### src/rtl/dmem_arb_pkg.sv
// Shared types and widths for the dmem arbiter: port ids and response tags.
package dmem_arb_pkg;

    localparam int DMEM_AW = 12;
    localparam int DMEM_DW = 32;

    typedef enum logic {
        PORT_CPU = 1'b0,
        PORT_AUX = 1'b1
    } port_e;

    typedef struct packed {
        logic  valid;
        port_e port;
    } rsp_tag_t;

    localparam rsp_tag_t RSP_IDLE = '{valid: 1'b0, port: PORT_CPU};

endpackage

### src/rtl/dmem_arb_rsp_pipe.sv
// Fixed-depth shift register of read-response tags; the head tag marks the
// cycle in which the dmem output belongs to an accepted read.
module dmem_arb_rsp_pipe
    import dmem_arb_pkg::*;
#(
    parameter int DEPTH = 2
) (
    input  logic     clock,
    input  logic     reset,
    input  rsp_tag_t push,
    output rsp_tag_t head
);

    rsp_tag_t [DEPTH-1:0] stage_p1;

    always_ff @(posedge clock or posedge reset) begin
        if (reset) begin
            stage_p1 <= '0;
        end else begin
            stage_p1[0] <= push;
            for (int i = DEPTH - 1; i > 0; i--) begin
                stage_p1[i] <= stage_p1[i-1];
            end
        end
    end

    assign head = stage_p1[DEPTH-1];

endmodule

### src/rtl/dmem_arbiter.sv
// Two-requester (CPU / AUX) arbiter owning the single-port dmem inputs.
// Define DMEM_ARB_RR_EN for round-robin ties; otherwise the CPU always wins ties.
module dmem_arbiter
    import dmem_arb_pkg::*;
#(
    parameter int AW     = DMEM_AW,
    parameter int DW     = DMEM_DW,
    parameter int RD_LAT = 1
) (
    input  logic          clock,
    input  logic          reset,
    input  logic          cpu_req,
    input  logic          cpu_we,
    input  logic [AW-1:0] cpu_addr,
    input  logic [DW-1:0] cpu_wdata,
    output logic          cpu_gnt,
    output logic          cpu_rvalid,
    input  logic          aux_req,
    input  logic          aux_we,
    input  logic [AW-1:0] aux_addr,
    input  logic [DW-1:0] aux_wdata,
    output logic          aux_gnt,
    output logic          aux_rvalid,
    output logic [DW-1:0] rdata,
    output logic [AW-1:0] mem_address,
    output logic [DW-1:0] mem_data,
    output logic          mem_wren,
    input  logic [DW-1:0] mem_q
);

    localparam int PIPE_DEPTH = 1 + RD_LAT;

    logic          run_p0;
    logic          cpu_win_p0;
    logic          aux_win_p0;
    logic          accept_p0;
    logic          sel_we_p0;
    logic [AW-1:0] sel_addr_p0;
    logic [DW-1:0] sel_wdata_p0;
    rsp_tag_t      push_tag_p0;
    rsp_tag_t      head_tag;
    logic [DW-1:0] rdata_hold;

    // Grants stay off until the first clock edge after reset is released.
    always_ff @(posedge clock or posedge reset) begin
        if (reset) begin
            run_p0 <= 1'b0;
        end else begin
            run_p0 <= 1'b1;
        end
    end

`ifdef DMEM_ARB_RR_EN
    port_e last_p0;

    always_ff @(posedge clock or posedge reset) begin
        if (reset) begin
            last_p0 <= PORT_AUX;
        end else if (accept_p0) begin
            last_p0 <= aux_win_p0 ? PORT_AUX : PORT_CPU;
        end
    end
`endif

    // Stage p0: arbitration and selection of the winning request.
    always_comb begin
        cpu_win_p0 = 1'b0;
        aux_win_p0 = 1'b0;
        if (run_p0) begin
            if (cpu_req && aux_req) begin
`ifdef DMEM_ARB_RR_EN
                if (last_p0 == PORT_CPU) begin
                    aux_win_p0 = 1'b1;
                end else begin
                    cpu_win_p0 = 1'b1;
                end
`else
                cpu_win_p0 = 1'b1;
`endif
            end else begin
                cpu_win_p0 = cpu_req;
                aux_win_p0 = aux_req;
            end
        end
    end

    assign cpu_gnt      = cpu_win_p0;
    assign aux_gnt      = aux_win_p0;
    assign accept_p0    = cpu_win_p0 | aux_win_p0;
    assign sel_we_p0    = aux_win_p0 ? aux_we    : cpu_we;
    assign sel_addr_p0  = aux_win_p0 ? aux_addr  : cpu_addr;
    assign sel_wdata_p0 = aux_win_p0 ? aux_wdata : cpu_wdata;

    always_comb begin
        push_tag_p0.valid = accept_p0 & ~sel_we_p0;
        push_tag_p0.port  = aux_win_p0 ? PORT_AUX : PORT_CPU;
    end

    // Stage p1: registered access toward dmem; address/data hold when idle.
    always_ff @(posedge clock or posedge reset) begin
        if (reset) begin
            mem_address <= '0;
            mem_data    <= '0;
            mem_wren    <= 1'b0;
        end else if (accept_p0) begin
            mem_address <= sel_addr_p0;
            mem_data    <= sel_wdata_p0;
            mem_wren    <= sel_we_p0;
        end else begin
            mem_wren    <= 1'b0;
        end
    end

    dmem_arb_rsp_pipe #(
        .DEPTH (PIPE_DEPTH)
    ) u_rsp_pipe (
        .clock (clock),
        .reset (reset),
        .push  (push_tag_p0),
        .head  (head_tag)
    );

    // Return stage: dmem output passes straight through on a tagged return,
    // otherwise the last returned word is presented.
    always_ff @(posedge clock or posedge reset) begin
        if (reset) begin
            rdata_hold <= '0;
        end else if (head_tag.valid) begin
            rdata_hold <= mem_q;
        end
    end

    assign rdata      = head_tag.valid ? mem_q : rdata_hold;
    assign cpu_rvalid = head_tag.valid && (head_tag.port == PORT_CPU);
    assign aux_rvalid = head_tag.valid && (head_tag.port == PORT_AUX);

endmodule

### config.mk
export PLATFORM = sky130hd
export DESIGN_NAME = dmem_arbiter
export DESIGN_NICKNAME = d
export VERILOG_FILES = /design/src/rtl/dmem_arb_pkg.sv /design/src/rtl/dmem_arb_rsp_pipe.sv /design/src/rtl/dmem_arbiter.sv
export SDC_FILE = /design/constraint.sdc
export NUM_CORES = 1
export LEC_CHECK = 0
export ABC_CLOCK_PERIOD_IN_PS = 3200
export BUFFER_PORTS_ARGS = -buffer_cell sky130_fd_sc_hd__buf_2
export CAP_MARGIN = 20
export CELL_PAD_IN_SITES_DETAIL_PLACEMENT = 0
export CELL_PAD_IN_SITES_GLOBAL_PLACEMENT = 1
export CORE_ASPECT_RATIO = 1.2
export CORE_MARGIN = 2
export CORE_UTILIZATION = 32
export DETAILED_ROUTE_END_ITERATION = 10
export GPL_TIMING_DRIVEN = 0
export PLACE_DENSITY = 0.79
export SLEW_MARGIN = 10
export SYNTH_ARGS = -nofsm -noshare
export SYNTH_HDL_FRONTEND = slang
export SYNTH_SLANG_ARGS = --single-unit
### constraint.sdc
create_clock -name clock -period 3.2 [get_ports clock]
set_clock_uncertainty 0.2 [all_clocks]
set_input_delay 0.64 -clock clock [delete_from_list [all_inputs] [get_ports clock]]
set_output_delay 0.64 -clock clock [all_outputs]
set_load 0.05 [all_outputs]
==> results.sh <==
export IMPL_placedInstanceArea_mm2=0.00478
export IMPL_p_per_area_mw_per_mm2=705
export IMPL_ios=207
export IMPL_cp_max_fo=10
export IMPL_seqCellArea_mm2=0.00205
export IMPL_syn_avg_cell_area_um2=11.8
export IMPL_post_route_util_pct=46.9
export IMPL_max_freq_mhz=362
export IMPL_htreeDepth=3
export IMPL_yosysWarningCount=0
export IMPL_multi_input_area_mm2=0.00137
export IMPL_ir_worst_vdd_uv=296
export IMPL_synth_fa_ha_area_share_pct=0
export IMPL_clk_latency_ns=0.33
export IMPL_startpoint_type="input port"
export IMPL_worst_pin_slew_ns=0.532
export IMPL_antenna_cells=0
export IMPL_ys_types=19
export IMPL_worst_setup_path_end_kind="output port"
export IMPL_dpl_hpwl_um=7880
export IMPL_max_slew_margin_rel_pct=64.6
export IMPL_avgRoutedWirePerCell_um=15.7
export IMPL_synth_xor_area_share_pct=0
export IMPL_synth_area_mm2=0.00356
export IMPL_r2r_end="mem_data[25]"
export IMPL_grt_pass1_vias=3215
export IMPL_final_cell_mix="214 x buf_2, 82 x dfrtp_1, 59 x o22ai_1"
export IMPL_reg2reg_depth=4
export IMPL_finalCriticalPeriod_ns=2.76
export IMPL_maxCapViolCount=0
export IMPL_rsz0062_at_grt="false"
export IMPL_clk_pin_slew_ns=0.06
export IMPL_fin_area_mm2=0.00513
export IMPL_area_growth_synth_to_final_pct=44.1
export IMPL_synth_compound_area_share_pct=15.3
export IMPL_gp_congestion=0.721
export IMPL_drtPass1Iterations=4
export IMPL_yosys_area_share_simple_pct=13.0
export IMPL_fin_cells=657
export IMPL_critPathRequiredTime_ns=2.36
export IMPL_fin_nets=646
export IMPL_coreArea_mm2=0.0109
export IMPL_drv_slew=0
export IMPL_min_path_type="input port to asynchronous set/reset pin"
export IMPL_final_common_cell="buf_2"
export IMPL_seq_area_frac_synth_pct=57.7
export IMPL_dieArea_mm2=0.0120
export IMPL_place_port_buffers=206
export IMPL_antenna_found_initial=1
export IMPL_synth_top_family_by_area="compound AO/OA/AOI/OAI gates"
export IMPL_nFillCells=1038
export IMPL_globalRouteOverflowTotal=0
export IMPL_vias=3219
export IMPL_r2r_start="run_p0"
export IMPL_place_inst=641
export IMPL_wirelength_um=10300
export IMPL_path_class="input port to output port"
export IMPL_via_per_inst=4.90
export IMPL_outcome="finished clean"
export IMPL_grt_max_degree=63
export IMPL_holdWs_ns=0.0619
export IMPL_ctsHoldBuffers=0
export IMPL_leakagePower_nw=2.42
export IMPL_cts_buffers_inserted=9
export IMPL_cts_path_max_buffers=2
export IMPL_cts_tree="yes"
export IMPL_post_cts_setup_buffers=0
export IMPL_hold_viol=0
export IMPL_setup_viol=0
export IMPL_grt_pass1_wl_um=16200
export IMPL_ff2ff_setup_slack_ns=1.45
export IMPL_ys_ff_latch=82
export IMPL_start_util_pct=32.6
export IMPL_drtIter0Drc=76
export IMPL_die_x_um=100
export IMPL_placementRows=42
export IMPL_syn_nets=428
export IMPL_finalCritPeriodShare_pct=86.3
export IMPL_cts_resized=0
export IMPL_grt_use_total_pct=17.1
export IMPL_drc_errors=0
export IMPL_critPathArrivalTime_ns=1.92
export IMPL_fp_dieH_um=120
export IMPL_ant_nets=0
export IMPL_root_buffer="clkbuf_16"
export IMPL_synth_cells=302
export IMPL_drive_above_1_share_pct=51.4
export IMPL_synth_mux_area_share_pct=10.1
export IMPL_cts_sinks=82
cell families after synthesis:
logic type / Yosys count
AND/OR/NAND/NOR: 83
flip-flops: 82
multiplexers: 32
AO/OA/AOI/OAI: 75
other: 1
buffers and inverters: 29
synth_stat cells:
cell type | instances | area share (%)
dfrtp_1 | 82 | 58
o22ai_1 | 59 | 10
mux2_2 | 32 | 10
nand2b_1 | 30 | 5.3
nor2_1 | 29 | 3.1
clkbuf_1 | 15 | 1.6
nand3b_1 | 15 | 3.2
o221a_1 | 10 | 3.2
buf_2 | 8 | 1.1
o221a_2 | 5 | 1.6
and2_1 | 4 | 0.70
inv_1 | 3 | 0.32
nor2b_1 | 3 | 0.53
buf_6 | 2 | 0.63
a22oi_1 | 1 | 0.21
buf_1 | 1 | 0.11
conb_1 | 1 | 0.11
nand2_1 | 1 | 0.11
or2_1 | 1 | 0.18
worst max path at each step:
stage | cells past startpoint | slack, ns | to | from
global route | 6 | 0.29 | aux_gnt | cpu_req
detailed placement | 6 | 0.44 | aux_gnt | cpu_req
CTS | 4 | 0.42 | aux_gnt | run_p0
global placement | 2 | -0.79 | mem_data[10] | reset
finish | 6 | 0.44 | aux_gnt | cpu_req
floorplan | 1 | 0.25 | mem_address[0] | reset
worst max-delay path, cell delays in order:
cell      delay [ns]
buf_2           0.13
nor2b_1         0.10
clkbuf_1        0.31
buf_2           0.28
and2_1          0.17
buf_2           0.28
layer usage:
layer | up-vias | part of all wire [%] | track usage (%)
li1 | 1547 | - | -
met1 | 1542 | 43 | 21.4
met2 | 123 | 50 | 29.4
met3 | 7 | 6.5 | 4.78
met4 | 0 | 0.62 | 3.85
met5 | - | 0 | 0
sequential cells by signal, summed over array words and instances, names as in the netlist:
signal,flops
run_p0,1
mem_data,32
rdata_hold,32
u_rsp_pipe.stage_p1,2
mem_wren,1
mem_address,12
u_rsp_pipe.head,2
cell type report:
class / instances / area share, %
flip-flops and latches: 82 / 40.0
clock inverters: 6 / 2.20
plain buffers: 26 / 2.39
multi-input cells: 191 / 26.8
well taps: 132 / 3.22
inverters: 3 / 0.268
repair buffers: 207 / 20.6
clock buffers: 10 / 4.47
where the power goes:
part | internal, mW | total, mW | switching [mW]
Sequential | 1.20 | 1.28 | 0.0773
Clock | 0.765 | 1.18 | 0.411
Combinational | 0.324 | 1.16 | 0.837
Total | 2.29 | 3.61 | 1.33
stage by stage:
| step | total power [mW] | TNS (ns) | setup WS [ns] |
|---|---|---|---|
| 3_5_place_dp | 2.47 | 0 | 0.435 |
| 6_report | 3.61 | 0 | 0.438 |
| 5_1_grt | 3.78 | 0 | 0.287 |
| 2_1_floorplan | 2.15 | 0 | 0.252 |
| 3_3_place_gp | 2.44 | -64.55 | -0.791 |
| 4_1_cts | 3.66 | 0 | 0.421 |
(Power assumes the default switching activity.)
